===== config.mk =====
export PLATFORM = sky130hd
export DESIGN_NAME = multi_debounce_flat
export DESIGN_NICKNAME = d
export VERILOG_FILES = /design/src/rtl/multi_debounce_if.sv /design/src/rtl/multi_debounce.sv /design/src/flat_wrapper.sv
export SDC_FILE = /design/constraint.sdc
export NUM_CORES = 1
export LEC_CHECK = 0
export CORE_ASPECT_RATIO = 0.5
export CORE_MARGIN = 5
export CORE_UTILIZATION = 50
export DETAILED_ROUTE_END_ITERATION = 8
export GPL_TIMING_DRIVEN = 0
export PLACE_DENSITY_LB_ADDON = 0.25
export SETUP_SLACK_MARGIN = 0.02
export SYNTH_ARGS = -nofsm -noshare
export SYNTH_HDL_FRONTEND = slang
export SYNTH_SLANG_ARGS = --single-unit
export TNS_END_PERCENT = 20

===== constraint.sdc =====
create_clock -name clk -period 2.1 [get_ports clk]
set_input_delay 0.315 -clock clk [delete_from_list [all_inputs] [get_ports clk]]
set_output_delay 0.315 -clock clk [all_outputs]
set_load 0.03 [all_outputs]

===== src/rtl/multi_debounce_if.sv =====
// Bundles the button pins and every debounced output of the multi-channel
// debouncer. The debouncer connects through the slave modport. The board
// side, or a testbench, drives the pins through the master modport.
interface multi_debounce_if #(
    parameter int CHANNELS = 4
);
    logic [CHANNELS-1:0] button_in;
    logic [CHANNELS-1:0] button_out;
    logic [CHANNELS-1:0] button_posedge;
    logic [CHANNELS-1:0] button_negedge;
    logic [CHANNELS-1:0] long_press;
    logic [CHANNELS-1:0] button_repeat;

    modport slave (
        input  button_in,
        output button_out,
        output button_posedge,
        output button_negedge,
        output long_press,
        output button_repeat
    );

    modport master (
        output button_in,
        input  button_out,
        input  button_posedge,
        input  button_negedge,
        input  long_press,
        input  button_repeat
    );
endinterface


===== src/rtl/multi_debounce.sv =====
// multi_debounce: debounces CHANNELS independent raw button pins.
// Each channel has the following parts:
//   - a 2-FF synchroniser
//   - a stability counter that gates the registered level
//   - registered 1-cycle edge pulses
//   - a long-press detector
// The optional auto-repeat is enabled by defining DEBOUNCE_REPEAT_EN.
// Without that macro, button_repeat is held at 0 and HELD only suppresses
// further long_press pulses.
//
// Per-channel press FSM:
//   state      | meaning
//   -----------+-----------------------------------------------------------
//   ST_IDLE    | button_out at IDLE_LEVEL (released); hold counter cleared
//   ST_PRESSED | button_out active, counting towards LONG_CYCLES
//   ST_HELD    | long_press already fired; hcnt times auto-repeat (if enabled)
module multi_debounce #(
    parameter int   CHANNELS     = 4,
    parameter int   CLK_FREQ_KHZ = 50000,
    parameter int   DEBOUNCE_MS  = 20,
    parameter int   LONG_MS      = 1000,
    parameter int   REPEAT_MS    = 200,
    parameter logic IDLE_LEVEL   = 1'b1
) (
    input  logic            clk,
    input  logic            rst_n,
    multi_debounce_if.slave bus
);

    localparam int DB_CYCLES   = DEBOUNCE_MS * CLK_FREQ_KHZ;
    localparam int LONG_CYCLES = LONG_MS * CLK_FREQ_KHZ;
    localparam int REP_CYCLES  = REPEAT_MS * CLK_FREQ_KHZ;
    localparam int HOLD_MAX    = (LONG_CYCLES > REP_CYCLES) ? LONG_CYCLES : REP_CYCLES;
    localparam int CW          = $clog2(DB_CYCLES + 1);
    localparam int HW          = $clog2(HOLD_MAX + 1);

    localparam logic [CW-1:0] DB_LAST   = CW'(DB_CYCLES - 1);
    localparam logic [HW-1:0] LONG_LAST = HW'(LONG_CYCLES - 1);
`ifdef DEBOUNCE_REPEAT_EN
    localparam logic [HW-1:0] REP_LAST  = HW'(REP_CYCLES - 1);
`endif

    localparam logic [CHANNELS-1:0] IDLE_VEC = {CHANNELS{IDLE_LEVEL}};

    typedef enum logic [1:0] {
        ST_IDLE    = 2'd0,
        ST_PRESSED = 2'd1,
        ST_HELD    = 2'd2
    } state_t;

    logic [CHANNELS-1:0] sync1_q, sync1_d;
    logic [CHANNELS-1:0] sync2_q, sync2_d;
    logic [CHANNELS-1:0] out_q, out_d;
    logic [CHANNELS-1:0] out_dly_q, out_dly_d;
    logic [CHANNELS-1:0] pos_q, pos_d;
    logic [CHANNELS-1:0] neg_q, neg_d;
    logic [CHANNELS-1:0] long_q, long_d;
    logic [CHANNELS-1:0] rep_q, rep_d;
    logic [CHANNELS-1:0] active;

    logic [CW-1:0] cnt_q  [CHANNELS];
    logic [CW-1:0] cnt_d  [CHANNELS];
    logic [HW-1:0] hcnt_q [CHANNELS];
    logic [HW-1:0] hcnt_d [CHANNELS];
    state_t        state_q [CHANNELS];
    state_t        state_d [CHANNELS];

    // A channel is active whenever its debounced level differs from the released level.
    assign active = out_q ^ IDLE_VEC;

    // Synchroniser, debounced level, stability counters and edge-pulse registers.
    always_ff @(posedge clk or negedge rst_n) begin
        if (!rst_n) begin
            sync1_q   <= IDLE_VEC;
            sync2_q   <= IDLE_VEC;
            out_q     <= IDLE_VEC;
            out_dly_q <= IDLE_VEC;
            pos_q     <= '0;
            neg_q     <= '0;
            long_q    <= '0;
            rep_q     <= '0;
            for (int i = 0; i < CHANNELS; i++) begin
                cnt_q[i] <= '0;
            end
        end else begin
            sync1_q   <= sync1_d;
            sync2_q   <= sync2_d;
            out_q     <= out_d;
            out_dly_q <= out_dly_d;
            pos_q     <= pos_d;
            neg_q     <= neg_d;
            long_q    <= long_d;
            rep_q     <= rep_d;
            for (int i = 0; i < CHANNELS; i++) begin
                cnt_q[i] <= cnt_d[i];
            end
        end
    end

    // FSM state register together with the hold counter it owns.
    always_ff @(posedge clk or negedge rst_n) begin
        if (!rst_n) begin
            for (int i = 0; i < CHANNELS; i++) begin
                state_q[i] <= ST_IDLE;
                hcnt_q[i]  <= '0;
            end
        end else begin
            for (int i = 0; i < CHANNELS; i++) begin
                state_q[i] <= state_d[i];
                hcnt_q[i]  <= hcnt_d[i];
            end
        end
    end

    // Debounce datapath.
    // The level only follows sync after DB_CYCLES consecutive disagreeing samples.
    // Edges compare the level against its one-cycle-delayed copy, so each pulse
    // lands the cycle after the level changes.
    always_comb begin
        sync1_d   = bus.button_in;
        sync2_d   = sync1_q;
        out_d     = out_q;
        out_dly_d = out_q;
        for (int i = 0; i < CHANNELS; i++) begin
            cnt_d[i] = cnt_q[i];
            if (sync2_q[i] == out_q[i]) begin
                cnt_d[i] = '0;
            end else if (cnt_q[i] == DB_LAST) begin
                out_d[i] = sync2_q[i];
                cnt_d[i] = '0;
            end else begin
                cnt_d[i] = cnt_q[i] + CW'(1);
            end
        end
        neg_d = out_dly_q & ~out_q;
        pos_d = ~out_dly_q & out_q;
    end

    // Next-state logic and hold counter.
    // Release always returns the channel to IDLE and clears the count.
    always_comb begin
        for (int i = 0; i < CHANNELS; i++) begin
            state_d[i] = state_q[i];
            hcnt_d[i]  = hcnt_q[i];
            if (!active[i]) begin
                state_d[i] = ST_IDLE;
                hcnt_d[i]  = '0;
            end else begin
                case (state_q[i])
                    ST_IDLE: begin
                        state_d[i] = ST_PRESSED;
                        hcnt_d[i]  = hcnt_q[i] + HW'(1);
                    end
                    ST_PRESSED: begin
                        if (long_d[i]) begin
                            state_d[i] = ST_HELD;
                            hcnt_d[i]  = '0;
                        end else begin
                            hcnt_d[i] = hcnt_q[i] + HW'(1);
                        end
                    end
                    ST_HELD: begin
`ifdef DEBOUNCE_REPEAT_EN
                        if (rep_d[i]) begin
                            hcnt_d[i] = '0;
                        end else begin
                            hcnt_d[i] = hcnt_q[i] + HW'(1);
                        end
`else
                        // Nothing left to time once long_press has fired.
                        hcnt_d[i] = '0;
`endif
                    end
                    default: begin
                        state_d[i] = ST_IDLE;
                        hcnt_d[i]  = '0;
                    end
                endcase
            end
        end
    end

    // Output decode: long-press and repeat strobes, registered into long_q and rep_q.
    always_comb begin
        long_d = '0;
        rep_d  = '0;
        for (int i = 0; i < CHANNELS; i++) begin
            long_d[i] = active[i] && (state_q[i] == ST_PRESSED) && (hcnt_q[i] == LONG_LAST);
`ifdef DEBOUNCE_REPEAT_EN
            rep_d[i]  = active[i] && (state_q[i] == ST_HELD) && (hcnt_q[i] == REP_LAST);
`endif
        end
    end

    assign bus.button_out     = out_q;
    assign bus.button_posedge = pos_q;
    assign bus.button_negedge = neg_q;
    assign bus.long_press     = long_q;
    assign bus.button_repeat  = rep_q;

endmodule

===== src/flat_wrapper.sv =====
// flat-port wrapper written by rule: the top's interface ports become plain ports
module multi_debounce_flat 
#(
    parameter int   CHANNELS     = 4,
    parameter int   CLK_FREQ_KHZ = 50000,
    parameter int   DEBOUNCE_MS  = 20,
    parameter int   LONG_MS      = 1000,
    parameter int   REPEAT_MS    = 200,
    parameter logic IDLE_LEVEL   = 1'b1
)
  (clk, rst_n, bus_button_in, bus_button_out, bus_button_posedge, bus_button_negedge, bus_long_press, bus_button_repeat);
  multi_debounce_if #(.CHANNELS(CHANNELS)) bus_i ();
  input  logic clk;
  input  logic rst_n;
  input wire logic [$bits(bus_i.button_in)-1:0] bus_button_in;
  output wire logic [$bits(bus_i.button_out)-1:0] bus_button_out;
  output wire logic [$bits(bus_i.button_posedge)-1:0] bus_button_posedge;
  output wire logic [$bits(bus_i.button_negedge)-1:0] bus_button_negedge;
  output wire logic [$bits(bus_i.long_press)-1:0] bus_long_press;
  output wire logic [$bits(bus_i.button_repeat)-1:0] bus_button_repeat;
  assign bus_i.button_in = bus_button_in;
  assign bus_button_out = bus_i.button_out;
  assign bus_button_posedge = bus_i.button_posedge;
  assign bus_button_negedge = bus_i.button_negedge;
  assign bus_long_press = bus_i.long_press;
  assign bus_button_repeat = bus_i.button_repeat;
  multi_debounce #(.CHANNELS(CHANNELS), .CLK_FREQ_KHZ(CLK_FREQ_KHZ), .DEBOUNCE_MS(DEBOUNCE_MS), .LONG_MS(LONG_MS), .REPEAT_MS(REPEAT_MS), .IDLE_LEVEL(IDLE_LEVEL)) u_core (.clk(clk), .rst_n(rst_n), .bus(bus_i));
endmodule

==> impl_results.md <==
* Fin cells at ~1,400
* Number of global-route vias before repair at 7,963
* # fillers at 1,725
* Placeable Area at approximately 21,000 um2
* DIE AREA at 24,570 um2
* Fin area at ~12,000 um2
* Starting Density at 51.41%
* CTS Buffer Depth at 3
* Via Count at between 8,000 and 9,000
* Initial antenna violation count at 0
* Critical path, cell by cell: buf_6, nand4_1, or4_4, buf_6, or4_4, a21oi_2
* Vias per cell at around 5.7
* CTS Sinks at 220
* Origin of the critical flop-to-flop path: u_core.hcnt_q[78]
* Sequential share of the synthesized area at between 50% and 60%
* Largest register FFs at about 100
* Routed wire per std cell at roughly 15 um
* Final hold violations at 0
* Setup crit end kind: register
* CTS clk-pin slew, worst paths at approximately 0.06 ns
* Num CTS Buffers at 21
* Total of max-cap violations at 0
* Worst Hold Class: input port to register
* Worst Reg-to-Reg Cells at 6
* Slowest stage cell, crit path: or4_4
* RSZ-0062 raised after global routing: true
* Top Ports at 26
* Peak Freq at 483.2 MHz
* Reg-to-Reg End: u_core.hcnt_q[101]
* Hold WS at between 0.2 and 0.25 ns
* Most flops, register: u_core.hcnt_q
* Layout area overhead at 16.12%
* PD cells at between 600 and 700 nW/um2
* Worst Setup SP: u_core.hcnt_q[78]
* DRT antenna net count at 0
* WP data arrival at approximately 2.5 ns
* Commonest cells after routing, fill and taps aside: dfrtp_1 (194), nor2_1 (129), nand2_1 (70)
* Final wirelength at ~22,000 um
* Dpl cell area at approximately 11,000 um2
* Largest net degree at the start of global routing at between 100 and 150
* DR DRC count at 0
* Final GP Congestion at between 0.8 and 0.9
* Diodes inserted at 0
* Worst Tran Pin Value at 0.8639 ns
* Mapped Cells at roughly 1,100
* Placed instance count at approximately 1,400
* Most common cell after layout, fill and taps aside: dfrtp_1
* Setup Crit Path Kind: register to register
* Main flop type after synthesis: dfrtp_1
* Required @ worst endpoint at between 2 and 3 ns
* Final Setup Violations at 0
* Crit path launch type: register
* Post-synth EDFFs at 0
* Root Buffer: clkbuf_16
* CTS HTree Levels at 1
* Tot Pwr at approximately 0.0082 W
* Share of layout cells above drive strength 1 at between 10 and 15%
* Die width at 216.8 um
* Syn. warnings at 0
* Global-route usage over all layers at approximately 18%
* DP HPWL at about 14,000 um
* Nets at approximately 1,200
* Biggest regs: u_core.hcnt_q: 104 flops, u_core.cnt_q: 80 flops, u_core.state_q: 8 flops
* Hold path start: bus_button_in[3]
* FP Rows at 37
* Async SR Flop Fraction at 100.0%
* Status: completed
* Worst path depth at 6
* Static Leakage at about 5 nW
* Final global-route overflow total at 0
* Drt pass-1 iters at 5
* Die Y at ~110 um
* Worst VDD drop at 0.4332 mV
* Worst-Skew Late Latency at 0.50 ns
* R2R Setup Slk at roughly 0.03 ns
* Yosys cell types at 58
* Synth Register Bits at 220
* Max-slew headroom at a little over two fifths
* CP Capture Point: u_core.hcnt_q[101]
* Final Critical Period at between 2 and 2.5 ns
* CP delay by family, top: simple AND/OR/NAND/NOR gates
* Avg Cell Area, Syn at between 9 and 10 um2
* Slew Viols, Final at 0
* Crit-path max FO at 5
* First-pass GRT wire length at approximately 37,000 um
* Worst path bufs/invs at 2
* Post-Syn Area at approximately 11,000 um2
* CTS tree: built
* IO Port Bufs at 21
* Initial DRC count at about 540
* CP max stage delay at ~0.6 ns
* Final period utilization at between 90% and 100%
* Clk_skew at 0.01059 ns
-- through the flow --
| step | TNS (ns) | util [%] | setup slack, ns |
|---|---|---|---|
| finish | 0 | 59.70 | 0.03033 |
| floorplan | 0 | - | 0.02873 |
| global placement | -1818.44 | 54.13 | -8.432 |
| global route | -0.08803 | 59.70 | -0.04824 |
| CTS | -0.1869 | 57.94 | -0.09264 |
| detailed placement | -16.35 | 54.29 | -0.2961 |
-- metal layers --
metal / global-route usage [%] / part of all wire, % / vias up / wire (um)
met5: 0 / 0 / - / 0
met4: 3.683 / 1.6 / 0 / 349
met3: 2.466 / 2.6 / 29 / 583
met2: 30.38 / 49 / 96 / 10820
met1: 24.07 / 47 / 4090 / 10320
li1: - / - / 4050 / -
-- synth_stat cells (all sizes together) (14+ instances only) --
cell / instances / area (um2)
xnor2: 64 / 560.5
a21oi: 68 / 344.1
or3: 40 / 251.5
dfrtp: 204 / 5105
xor2: 41 / 359.1
o31ai: 33 / 271.5
and3: 20 / 126.4
clkbuf: 22 / 95.09
nand4: 45 / 296.5
dfstp: 16 / 420.4
inv: 32 / 120.1
nand2: 70 / 262.8
nor3: 24 / 120.1
o21ai: 35 / 175.2
nor2: 130 / 488.0
and4: 14 / 123.9
nor4: 29 / 181.4
buf: 18 / 107.6
or4: 43 / 326.6
nand3: 60 / 300.3
-- worst min path at each step --
| stage | end | cells after the start |
|---|---|---|
| after floorplan | u_core.bus.button_negedge[0] | 0 |
| after global placement | u_core.sync2_q[3] | 0 |
| after detailed placement | u_core.sync2_q[0] | 0 |
| after CTS | u_core.sync1_q[3] | 1 |
| after global routing | u_core.sync1_q[3] | 1 |
| final | u_core.sync1_q[3] | 1 |
-- cell type report --
cell class / instances / area (um2) / area share (%)
tap: 273 / 341.6 / 2.753
buffer: 36 / 254.0 / 2.047
inverter: 32 / 120.1 / 0.9679
timing repair buffer: 53 / 478.0 / 3.852
multi-input combinational: 795 / 5019 / 40.44
clock buffer: 35 / 638.1 / 5.142
clock inverter: 3 / 21.27 / 0.1714
sequential: 220 / 5538 / 44.63
-- kinds of logic (layout without fill, tap and decap cells) --
logic type / after synthesis / after routing / share of synthesized area (%)
other: 1 / 4 / 0.03509
buffers and inverters: 72 / 159 / 3.021
AOI/OAI and AO/OA: 146 / 146 / 8.243
and+or+nand+nor: 528 / 528 / 27.03
xor gates and xnor gates: 105 / 105 / 8.606
adders and majority gates: 8 / 8 / 0.9367
muxes: 4 / 4 / 0.4215
DFF: 220 / 220 / 51.70
-- where the power goes --
group | leakage (nW) | switching [W] | total [W] | internal [W]
sequential | 2.91 | 0.0000234 | 0.00429 | 0.00427
clock | 0.320 | 0.00158 | 0.00365 | 0.00207
combinational | 1.73 | 0.000144 | 0.000203 | 0.0000595
total | 4.97 | 0.00175 | 0.00815 | 0.00641
-- repair_timing --
item | in CTS | in global routing
hold buffers | 1 | 0
buffers inserted | 1 | 28
hold endpoints to repair | 99 | 0
pin swaps | 8 | 20
endpoints found under the setup margin | 132 | 144
cloned | 0 | 1
gates resized for setup | 26 | 55
Note: power is estimated with default switching activity, not from simulation.
